## config.mk

```make
export PLATFORM = sky130hd
export DESIGN_NAME = bcd_xs3_word_conv
export DESIGN_NICKNAME = d
export VERILOG_FILES = /design/src/rtl/bcd_xs3_word_conv.sv
export SDC_FILE = /design/constraint.sdc
export NUM_CORES = 1
export LEC_CHECK = 0
export ABC_AREA = 0
export CORE_MARGIN = 2
export CORE_UTILIZATION = 30
export CTS_BUF_LIST = sky130_fd_sc_hd__clkbuf_4 sky130_fd_sc_hd__clkbuf_8 sky130_fd_sc_hd__clkbuf_16
export CTS_CLUSTER_DIAMETER = 120
export CTS_CLUSTER_SIZE = 40
export DETAILED_ROUTE_END_ITERATION = 10
export PLACE_DENSITY_LB_ADDON = 0.2
export SLEW_MARGIN = 10
export SYNTH_ARGS = -nofsm -noshare
export SYNTH_HDL_FRONTEND = slang
export SYNTH_SLANG_ARGS = --single-unit
```

## constraint.sdc

```tcl
create_clock -name clk -period 2.3 [get_ports clk]
set_input_delay 0.23 -clock clk [delete_from_list [all_inputs] [get_ports clk]]
set_output_delay 0.23 -clock clk [all_outputs]
set_load 0.01 [all_outputs]
```

## src/rtl/bcd_xs3_word_conv.sv

```systemverilog
// Multi-digit BCD <-> Excess-3 word converter, one digit per clock, with per-digit invalid-code mask.
// Latency: result DIGITS edges after acceptance; in_ready low from acceptance until out_ready is seen in DONE.
module bcd_xs3_word_conv #(
   parameter int DIGITS = 4
) (
   input  logic                  clk,
   input  logic                  rst,
   input  logic                  in_valid,
   output logic                  in_ready,
   input  logic [4*DIGITS-1:0]   in_data,
   input  logic                  in_mode,
   output logic                  out_valid,
   input  logic                  out_ready,
   output logic [4*DIGITS-1:0]   out_data,
   output logic [DIGITS-1:0]     out_err_mask,
   output logic                  out_err
);

   localparam int IDX_W = (DIGITS > 1) ? $clog2(DIGITS) : 1;

   typedef enum logic [1:0] {
      IDLE = 2'd0,
      CONV = 2'd1,
      DONE = 2'd2
   } state_t;

   state_t                state_q, state_d;
   logic [IDX_W-1:0]      idx_q, idx_d;
   logic [4*DIGITS-1:0]   word_q, word_d;
   logic                  mode_q, mode_d;
   logic [4*DIGITS-1:0]   res_q, res_d;
   logic [DIGITS-1:0]     mask_q, mask_d;
   logic                  err_q, err_d;

   logic [3:0]            cur_digit;
   logic [3:0]            cur_res;
   logic                  cur_bad;

   always_comb begin
      cur_digit = 4'h0;
      for (int i = 0; i < DIGITS; i++) begin
         if (idx_q == IDX_W'(i)) begin
            cur_digit = word_q[4*i +: 4];
         end
      end
   end

   // Invalid codes map to 4'hF so a bad digit is obvious in the packed result.
   always_comb begin
      cur_bad = 1'b1;
      cur_res = 4'hF;
      if (!mode_q) begin
         if (cur_digit <= 4'd9) begin
            cur_bad = 1'b0;
            cur_res = cur_digit + 4'd3;
         end
      end else begin
         if ((cur_digit >= 4'd3) && (cur_digit <= 4'd12)) begin
            cur_bad = 1'b0;
            cur_res = cur_digit - 4'd3;
         end
      end
   end

   always_comb begin
      state_d   = state_q;
      idx_d     = idx_q;
      word_d    = word_q;
      mode_d    = mode_q;
      res_d     = res_q;
      mask_d    = mask_q;
      in_ready  = 1'b0;
      out_valid = 1'b0;

      case (state_q)
         IDLE: begin
            in_ready = 1'b1;
            if (in_valid) begin
               word_d  = in_data;
               mode_d  = in_mode;
               res_d   = '0;
               mask_d  = '0;
               idx_d   = '0;
               state_d = CONV;
            end
         end
         CONV: begin
            for (int i = 0; i < DIGITS; i++) begin
               if (idx_q == IDX_W'(i)) begin
                  res_d[4*i +: 4] = cur_res;
                  mask_d[i]       = cur_bad;
               end
            end
            if (idx_q == IDX_W'(DIGITS-1)) begin
               state_d = DONE;
            end else begin
               idx_d = idx_q + IDX_W'(1);
            end
         end
         DONE: begin
            out_valid = 1'b1;
            if (out_ready) begin
               state_d = IDLE;
            end
         end
         default: begin
            state_d = IDLE;
         end
      endcase

      err_d = |mask_d;
   end

   always_ff @(posedge clk or posedge rst) begin
      if (rst) begin
         state_q <= IDLE;
         idx_q   <= '0;
         word_q  <= '0;
         mode_q  <= 1'b0;
         res_q   <= '0;
         mask_q  <= '0;
         err_q   <= 1'b0;
      end else begin
         state_q <= state_d;
         idx_q   <= idx_d;
         word_q  <= word_d;
         mode_q  <= mode_d;
         res_q   <= res_d;
         mask_q  <= mask_d;
         err_q   <= err_d;
      end
   end

   assign out_data     = res_q;
   assign out_err_mask = mask_q;
   assign out_err      = err_q;

endmodule

```

Yosys cells after proc, flatten, opt, wreduce, memory -nomap -nowiden
Cells that the tools add are included.
- $add $sub $neg: 3
- order comparisons: 3
- equality and inequality tests: 12
- multiplexer cells: 31
- reduce and logical (&&, ||, !) cells: 12
- operator list (operator ; number):
    $mux W4 ; 12
    $pmux W16 S2 ; 1
    $reduce_and A3 Y1 ; 6
    $mux W16 ; 1
    $ne A2 B2 Y1 const B ; 7
    $mux W2 ; 5
    $mux W1 ; 9
    $le A4 B4 Y1 const B ; 2
    $pmux W4 S2 ; 1
    $eq A2 B2 Y1 const B ; 3
    $pmux W2 S3 ; 1
    $add A4 B2 Y4 const B ; 1
    $eq A2 B1 Y1 const B ; 2
    $ge A4 B2 Y1 const B ; 1
    $logic_not A2 Y1 ; 2
    $pmux W2 S2 ; 1
    $reduce_or A4 Y1 ; 1
    $sub A4 B2 Y4 const B ; 1
    $add A2 B1 Y2 const B ; 1
    $reduce_and A2 Y1 ; 1
    $reduce_bool A2 Y1 ; 1
    $logic_and A1 B1 Y1 ; 1
- register bits after elaboration: 42
- output and inout port bits: 23

Longest topological paths before layout
- word-level depth: 12
- mapped depth: 11
- depth with buffers taken out: 10

Worst setup path before layout
No wires, ideal clock.
- kind: flip-flop to flip-flop
- from: register idx_q[0]
- to: register err_q (netlist: out_err)
- arrival: 2.304 ns
- data required time: 2.159 ns
- slack: -0.145 ns
- stages on the path, launching flop included: 12
- path buffers: 1
- cell sequence: dfrtp_1 > inv_1 > ha_1 > buf_4 > nor3b_1 > a221o_2 > inv_2 > ha_1 > nor2_1 > o221a_2 > nor3_4 > o2111ai_1
- longest elaborated chain between the ends: 12
- elaborated cells between the ends (all ways): 21
- ends and longest elaborated chain (element ; RTL line ; text):
    start, declared ; 28 ; logic [IDX_W-1:0] idx_q, idx_d;
    start signal, assigned ; 125 ; idx_q <= idx_d;
    $logic_not A2 Y1 ; 42, 89 ;
    $mux W4 (4 in a row) ; 42 ; if (idx_q == IDX_W'(i)) begin
    $ge A4 B2 Y1 or $le A4 B4 Y1 (tied branches) ; 58 ; if ((cur_digit >= 4'd3) && (cur_digit <= 4'd12)) begin
    $logic_and A1 B1 Y1 ; 58 ;
    $mux W1 ; 58 ;
    $mux W1 ; 52 ; if (!mode_q) begin
    $mux W1 ; 89 ; if (idx_q == IDX_W'(i)) begin
    $pmux W4 S2 (*) ; 75 ; case (state_q)
    $reduce_or A4 Y1 (*) ; 111 ; err_d = |mask_d;
    named net err_d ; 33 ; logic err_q, err_d;
    end signal, assigned ; 130 ; err_q <= err_d;
    end, declared ; 33 ;
Mark *: on every way through the listed nets, which the timed path passes. The rest lies on a longest branch.
A chain may end at the register's enable or synchronous reset.

Worst setup path in the final report
- from: register idx_q[1]
- to: register err_q (netlist: out_err)
Same word-level chain as after synthesis.

==> results.sh <==
export IMPL_synth_top_area_cell="dfrtp_1"
export IMPL_place_congestion=0.770
export IMPL_crit_family="compound AO/OA/AOI/OAI gates"
export IMPL_dpl_hpwl_mm=3.86
export IMPL_crit_path_start_kind="flop"
export IMPL_slew_headroom_pct=55.7
export IMPL_antenna_cells=0
export IMPL_stdcell_count=398
export IMPL_netlist_area_um2=2170
export IMPL_insertion_delay_ns=0.30
export IMPL_grt_pass1_wl_mm=9.09
export IMPL_violations="setup timing"
export IMPL_fin_tns_setup_ns=-0.0138
export IMPL_end_kind="flop"
export IMPL_vias=1903
export IMPL_worstMarginPinSlew_ns=0.664
export IMPL_slowest_delay_ns=0.44
export IMPL_cellLeakagePower_nw=1.37
export IMPL_wl_per_cell_um=13.6
export IMPL_cts_buffers=5
export IMPL_drv_cap=0
export IMPL_syn_avg_cell_area_um2=9.27
export IMPL_finalInstanceArea_um2=3200
export IMPL_yosys_most_used_dff="dfrtp_1"
export IMPL_h_tree_depth=2
export IMPL_row_count=30
export IMPL_start_util_pct=31.4
export IMPL_crit_type="flop to flop"
export IMPL_drc=0
export IMPL_drive_above_1_share_pct=26.2
export IMPL_synth_nets=261
export IMPL_crit_buf_inv=3
export IMPL_finalHoldViolCount=0
export IMPL_die_area_um2=7920
export IMPL_worst_slack_ns=-0.0138
export IMPL_min_period_ns=2.31
export IMPL_port_buffers=43
export IMPL_vdd_ir_drop_max_mv=0.620
export IMPL_fin_skew_ns=0.0110
export IMPL_fp_coreArea_um2=6910
export IMPL_drt_wl_total_mm=5.43
export IMPL_die_y_um=89.0
export IMPL_antenna_found_initial=0
export IMPL_cts_sinks=42
export IMPL_finalMaxSlewViolations=0
export IMPL_crit_arrival_ns=2.49
export IMPL_drt_iter0_markers=68
export IMPL_clock_fmax_ghz=0.432
export IMPL_grt_max_degree=43
export IMPL_placed_cells=387
export IMPL_boundaryPins=44
export IMPL_min_period_over_period_pct=101
export IMPL_synth_edff_count=0
export IMPL_ctsLongestPathBuffers=2
export IMPL_nets=328
export IMPL_area_growth_pct=47.4
export IMPL_yosys_top_cells_count="69 x nand2_1, 42 x dfrtp_1, 19 x o21ai_0, 11 x nor2_1"
export IMPL_critPathMaxFanout=9
export IMPL_synth_cell_types=42
export IMPL_post_place_ws_ns=-0.260
export IMPL_finalSetupViolations=1
export IMPL_clk_pin_slew_ns=0.09
export IMPL_first_pass_iters=4
export IMPL_yosysSeqAreaShare_pct=48.5
export IMPL_crit_required_ns=2.47
export IMPL_yosysMostFrequentCell="nand2_1"
export IMPL_rsz0062_at_grt="true"
export IMPL_cp_cell_sequence="buf_4 -> ha_4 -> nor3b_1 -> a221o_2 -> inv_4 -> ha_4 -> nor2_1 -> o221a_2 -> nor3_4 -> buf_12 -> o2111ai_1"
export IMPL_cpMaxStageDelayCell="dfrtp_2"
export IMPL_syn_inst=234
export IMPL_root_buffer="clkbuf_8"
export IMPL_hold_path_class="input port to async pin"
export IMPL_status="finished with violations"
export IMPL_drtAntennaViolNets=0
export IMPL_grt_pass1_vias=1875
export IMPL_grt_usage_pct=15.1
export IMPL_yosysWarningCount=0
export IMPL_synth_top_cell_area_share_pct=48.5
export IMPL_via_per_inst=4.78
export IMPL_dpl_instance_area_um2=2870
export IMPL_holdWs_ns=0.357
export IMPL_power_density_nw_per_um2=1780
export IMPL_ys_ff_latch=42
export IMPL_crit_top_cell="ha_4"
export IMPL_die_width_um=89.0
export IMPL_grt_overflow=0
export IMPL_synthArstFlopShare_pct=100
export IMPL_cts_tree="yes"
export IMPL_synthTopCellsByArea="dfrtp_1 48%, nand2_1 12%, o21ai_0 4.4%"
## placed cells by master, fill, tap and decap left out, drive strengths merged, types with 6 or more instances in the layout
cell type / count
o21ai: 19
ha: 6
inv: 10
clkdlybuf4s50: 43
nand2: 69
dfrtp: 42
clkbuf: 6
buf: 28
nand3: 8
o31ai: 6
nor2: 11
a21oi: 8
## area by class of cell
cell class | instances | area, µm²
Fill cell | 708 | 3710
Multi-Input combinational cell | 171 | 1210
Sequential cell | 42 | 1050
Timing Repair Buffer | 71 | 653
Tap cell | 96 | 120
Clock buffer | 6 | 76.3
Inverter | 10 | 45.0
Clock inverter | 2 | 37.5
## through the flow
stage                     power, mW  utilization (%)
after global routing           6.14             46.3
final                          5.68             46.3
after detailed placement       4.48             41.6
after floorplan                3.10                -
after global placement         4.45             41.6
after CTS                      5.44             44.9
## worst reg2reg max path, cell delays in order (launching register included)
cell,delay [ns]
dfrtp_2,0.44
buf_4,0.15
ha_4,0.17
nor3b_1,0.14
a221o_2,0.34
inv_4,0.09
ha_4,0.13
nor2_1,0.05
o221a_2,0.27
nor3_4,0.15
buf_12,0.15
o2111ai_1,0.10
## path summary, 6_finish.rpt
check / startpoint / endpoint / slack (ns) / cells after the start
worst max-delay path: idx_q[1]$_DFFE_PP0P_ / out_err$_DFF_PP0_ / -0.01 / 11
worst min-delay path: rst / out_data[0]$_DFFE_PP0P_ / 0.36 / 3
worst max register to register: idx_q[1]$_DFFE_PP0P_ / out_err$_DFF_PP0_ / -0.01 / 11
worst min register to register: out_data[7]$_DFFE_PP0P_ / out_data[7]$_DFFE_PP0P_ / 0.48 / 2
max in group asynchronous: rst / idx_q[1]$_DFFE_PP0P_ / 1.53 / 3
min in group clk: in_data[10] / word_q[10]$_DFFE_PP0P_ / 0.45 / 3
## power by group
part	total (mW)	leakage [nW]	internal (mW)	switching [mW]
clock network	0.599	0.0548	0.336	0.263
logic	3.76	0.791	1.83	1.93
registers	1.32	0.525	1.08	0.245
total	5.68	1.37	3.25	2.43
## layer usage
layer  vias up  GRT usage, %  routed length [µm]
met1       900          20.0                2570
met3        12          2.95                 232
met4         0          7.19                 136
met5         -             0                   0
li1        948             -                   -
met2        43          23.8                2490
## sequential cells by signal, summed over array words and instances (netlist names)
| signal | cells |
|---|---|
| mode_q | 1 |
| out_err | 1 |
| word_q | 16 |
| out_err_mask | 4 |
| state_q | 2 |
| out_data | 16 |
| idx_q | 2 |
## cells by family (layout without fill, tap and decap cells)
| kind of cell | count (synthesis) | after routing | synth area share, % |
|---|---|---|---|
| simple gates | 106 | 106 | 22.9 |
| compound gates | 57 | 57 | 19.3 |
| flops | 42 | 42 | 48.5 |
| buf+inv | 21 | 89 | 4.90 |
| fa+ha+maj | 6 | 6 | 3.46 |
| mux | 2 | 2 | 0.981 |
## repair_timing
item / in CTS / in global routing
hold buffers: 0 / 0
hold endpoints to repair: 0 / 0
cloned: 0 / 0
setup endpoints to repair: 21 / 21
setup buffers: 1 / 3
resized for setup: 22 / 23
pin swaps: 3 / 7
Power figures use the tool's default switching activity.
==> variant 1: new RTL, same settings <==
The 3 states of `state_t` get a one-hot encoding in 3 bits.
--- a/src/rtl/bcd_xs3_word_conv.sv
+++ b/src/rtl/bcd_xs3_word_conv.sv
@@ -18,10 +18,10 @@
 
    localparam int IDX_W = (DIGITS > 1) ? $clog2(DIGITS) : 1;
 
-   typedef enum logic [1:0] {
-      IDLE = 2'd0,
-      CONV = 2'd1,
-      DONE = 2'd2
+   typedef enum logic [2:0] {
+      IDLE = 3'b001,
+      CONV = 3'b010,
+      DONE = 3'b100
    } state_t;
 
    state_t                state_q, state_d;
Formal check against the unedited RTL: no difference found for any inputs over 10 cycles, from zero or initial values and one cycle with rst high; not proved beyond that.
==> variant 1 against the unedited design <==
- the flow still finishes with violations (negative setup slack)
- utilization is 2.1 points higher
- design area up 2.8%
- sequential cell count is 1 higher
- power is 7.4% lower
- worst setup slack lost 0.085 ns
- critical path depth is 2 lower
- synthesized area decreased by 2.6%
- routed wire length is 2.2% higher
- count of clock-buffer cells in the layout decreased by 1
- critical endpoint is now out_data[2]
==> variant 1: results (changes against the unedited design) <==
largest net degree at the start of global routing -> 44 (was 43)
Setup WS post-layout -> -0.09861 ns (was -0.01376 ns)
violated checks -> negative setup slack (unchanged)
Setup violations, final -> 16 (was 1)
crit-path max FO -> 6 (was 9)
GR Layer Usage met1 -> 18.58% (was 20.02%)
initial DRC count -> 82 (was 68)
P_leak -> 0.001425 uW (was 0.001371 uW)
Placer Congestion -> 0.8258 (was 0.7695)
top cells by area, synth -> dfrtp_1, nand2_1, ha_1 (was dfrtp_1, nand2_1, o21ai_0)
Synth cell types -> 39 (was 42)
via count -> 1880 (was 1903)
slowest CP cell -> dfrtp_1 (was dfrtp_2)
Post-Syn Area per Cell -> 9.223 sq um (was 9.266 sq um)
vias per cell -> 4.653 (was 4.781)
Post-Place Setup Slack -> -0.2808 ns (was -0.2602 ns)
Clock Skew -> 0.01321 ns (was 0.01103 ns)
post-synthesis sequential area ratio -> 51.01% (was 48.47%)
status -> finished, violations left (unchanged)
total track usage -> 15.21% (was 15.11%)
global-route wire length before repair -> 9.052 mm (was 9.094 mm)
peak ir drop on the vdd network -> 0.6218 mV (was 0.6202 mV)
GR met2 Demand/Resource -> 26.17% (was 23.81%)
Crit path largest cell delay -> 0.41 ns (was 0.44 ns)
fill cell count -> 666 (was 708)
WL/cell -> 13.73 um (was 13.65 um)
dpl cells -> 386 (was 387)
Post-synth top cells -> nand2_1, dfrtp_1, nor2_1 (was nand2_1, dfrtp_1, o21ai_0)
Tightest Pin Transition -> 0.5520 ns (was 0.6636 ns)
[variant 1: area by class of cell]
type                    count  area share, %
clock buffers               5          2.094
clock inverters             3          1.333
inverters                   9          1.104
multi-input cells         167          36.63
flip-flops and latches     43          32.83
well taps                  96          3.656
repair buffers             81          22.35
[variant 1: cells by family (layout without fill, tap and decap cells)]
| kind of cell | after synthesis | in the layout | synth area share (%) |
|---|---|---|---|
| compound gates | 51 | 51 | 18.07 |
| fa+ha+maj | 6 | 6 | 3.554 |
| simple gates | 109 | 109 | 22.87 |
| flops | 43 | 43 | 51.01 |
| buf+inv | 19 | 98 | 3.969 |
| mux | 1 | 1 | 0.5331 |
[variant 1: final timing paths]
check | endpoint | cells after the start
max | out_data[2] | 9
min | state_q[2] | 3
max reg2reg | out_data[2] | 9
min reg2reg | word_q[0] | 2
max in group asynchronous | idx_q[1] | 3
min in group clk | word_q[10] | 3
[variant 1: power breakdown]
part           leakage (uW)  switching, uW  internal, uW  total (uW)
clock             0.0000581            279           324         603
sequential         0.000561            187          1020        1200
combinational      0.000806           1760          1700        3460
[variant 1: layer usage]
layer	wire length (um)	vias to the layer above	part of all wire, %
met2	2695	47	49
met1	2506	877	45
met4	101	0	1.8
met3	245	12	4.4
li1	-	944	-
met5	0	-	0
[variant 1: what timing repair did]
action / 4_1_cts / 5_1_grt
pin swaps: 9 / 14
buffers inserted: 7 / 3
endpoints found under the setup margin: 21 / 21
hold buffers: 0 / 0
gates resized for setup: 23 / 21
[variant 1: through the flow]
| stage | power (uW) | util (%) | setup TNS [ns] | hold slack (ns) |
|---|---|---|---|---|
| floorplan | 2746 | - | -0.05848 | 0.3354 |
| global placement | 3852 | 42.50 | -1.404 | 0.4610 |
| detailed placement | 3876 | 42.50 | -2.434 | 0.4655 |
| CTS | 4878 | 46.48 | -0.7888 | 0.3780 |
| global route | 5628 | 48.36 | -3.053 | 0.4047 |
| finish | 5266 | 48.36 | -0.7217 | 0.3391 |
[variant 1: tightest hold or removal path: stages]
cell	delay (ns)
clkdlybuf4s50_1	0.39
inv_1	0.05
buf_4	0.44
==> variant 2: new RTL, same flow settings <==
Without the edit above. Set the parameter `DIGITS` to 16 (it was 4).
--- a/src/rtl/bcd_xs3_word_conv.sv
+++ b/src/rtl/bcd_xs3_word_conv.sv
@@ -1,7 +1,7 @@
 // Multi-digit BCD <-> Excess-3 word converter, one digit per clock, with per-digit invalid-code mask.
 // Latency: result DIGITS edges after acceptance; in_ready low from acceptance until out_ready is seen in DONE.
 module bcd_xs3_word_conv #(
-   parameter int DIGITS = 4
+   parameter int DIGITS = 16
 ) (
    input  logic                  clk,
    input  logic                  rst,
Ports: changed (resized in_data, out_data and out_err_mask); port bits go from 44 to 152. No check against the original RTL was run, so the function may have changed too.
==> variant 2 against the unedited design <==
- synthesized area rose to 3.3 times the old value
- the flow still finishes with violations (negative setup slack)
- routed wire length rose to 4.3 times the old value
- via count rose to 3.4 times the old value
- global-route usage up 4.0 points
- power rose to 3.4 times the old value
- worst setup slack worse by 0.69 ns
- die area rose to 3.1 times the old value
- largest power group unchanged
- sequential cell count up 110
- design area rose to 3.4 times the old value
==> variant 2: results (changes against the unedited design) <==
postcts setup bufs -> 17 (was 1)
Post-synth top cells -> nand2_1, dfrtp_1, o21ai_0 (unchanged)
Net Count, Synth -> 859 (was 261)
multi-input gates -> 563 (was 171)
Hold Slack -> 0.2786 ns (was 0.3573 ns)
vias per cell -> 4.836 (was 4.781)
Post-Syn Area per Cell -> 8.996 sq um (was 9.266 sq um)
fraction of area in multi-input gates -> 31.85% (was 37.89%)
CTS resizes -> 85 (was 22)
Setup violations, final -> 81 (was 1)
Post-Synth Adder-Cell Area -> 1.064% (was 3.462%)
Root Buffer -> clkbuf_16 (was clkbuf_8)
Synth cell types -> 61 (was 42)
violated checks -> negative setup slack (unchanged)
vias in the first global route -> 6525 (was 1875)
CTS clk-pin slew, worst paths -> 0.07 ns (was 0.09 ns)
Tightest Pin Transition -> 0.4369 ns (was 0.6636 ns)
Crit path largest cell delay -> 0.56 ns (was 0.44 ns)
initial DRC count -> 344 (was 68)
global-route wire length before repair -> 36.28 mm (was 9.094 mm)
CP arrival -> 3.31 ns (was 2.49 ns)
top cells by area, synth -> dfrtp_1, nand2_1, o21ai_0 (unchanged)
Post-DP HPWL -> 15.56 mm (was 3.858 mm)
Setup WS post-layout -> -0.6990 ns (was -0.01376 ns)
sequential power share -> 23.9% (was 23.3%)
H-tree levels -> 4 (was 2)
setup TNS -> -47.15 ns (was -0.01376 ns)
dpl cells -> 1282 (was 387)
Clock Latency Late Sink -> 0.44 ns (was 0.30 ns)
Switching Share -> 42.96% (was 42.83%)
met3 wire length -> 1.064 mm (was 232 um)
status -> finished, violations left (unchanged)
die outline area -> 24750 sq um (was 7924 sq um)
post-synthesis compound-gate area fraction -> 15.49% (was 19.33%)
variant 2: cell count changes after synthesis, sizes merged, moves of 6 or more:
cell / before / now
nand2: 69 / 222
dfrtp: 42 / 152
o21ai: 19 / 89
nand3: 8 / 74
a21oi: 8 / 36
buf: 5 / 27
clkbuf: 6 / 27
nor2: 11 / 27
nor2b: 3 / 15
inv: 10 / 18
and2: 1 / 7
o31ai: 6 / 0
variant 2: kinds of logic after synthesis:
kind of cell / Yosys count
buffers and inverters: 72
DFF: 152
AOI/OAI and AO/OA: 173
and+or+nand+nor: 378
adders and majority gates: 6
muxes: 3
variant 2: worst paths after layout:
kind,startpoint,to,depth (start not counted)
worst max-delay path,idx_q[0],out_data[5],12
worst min-delay path,rst,out_data[1],3
worst max register to register,idx_q[0],out_data[5],12
worst min register to register,out_data[14],out_data[14],2
max in group asynchronous,rst,idx_q[0],3
min in group clk,in_data[7],word_q[7],3
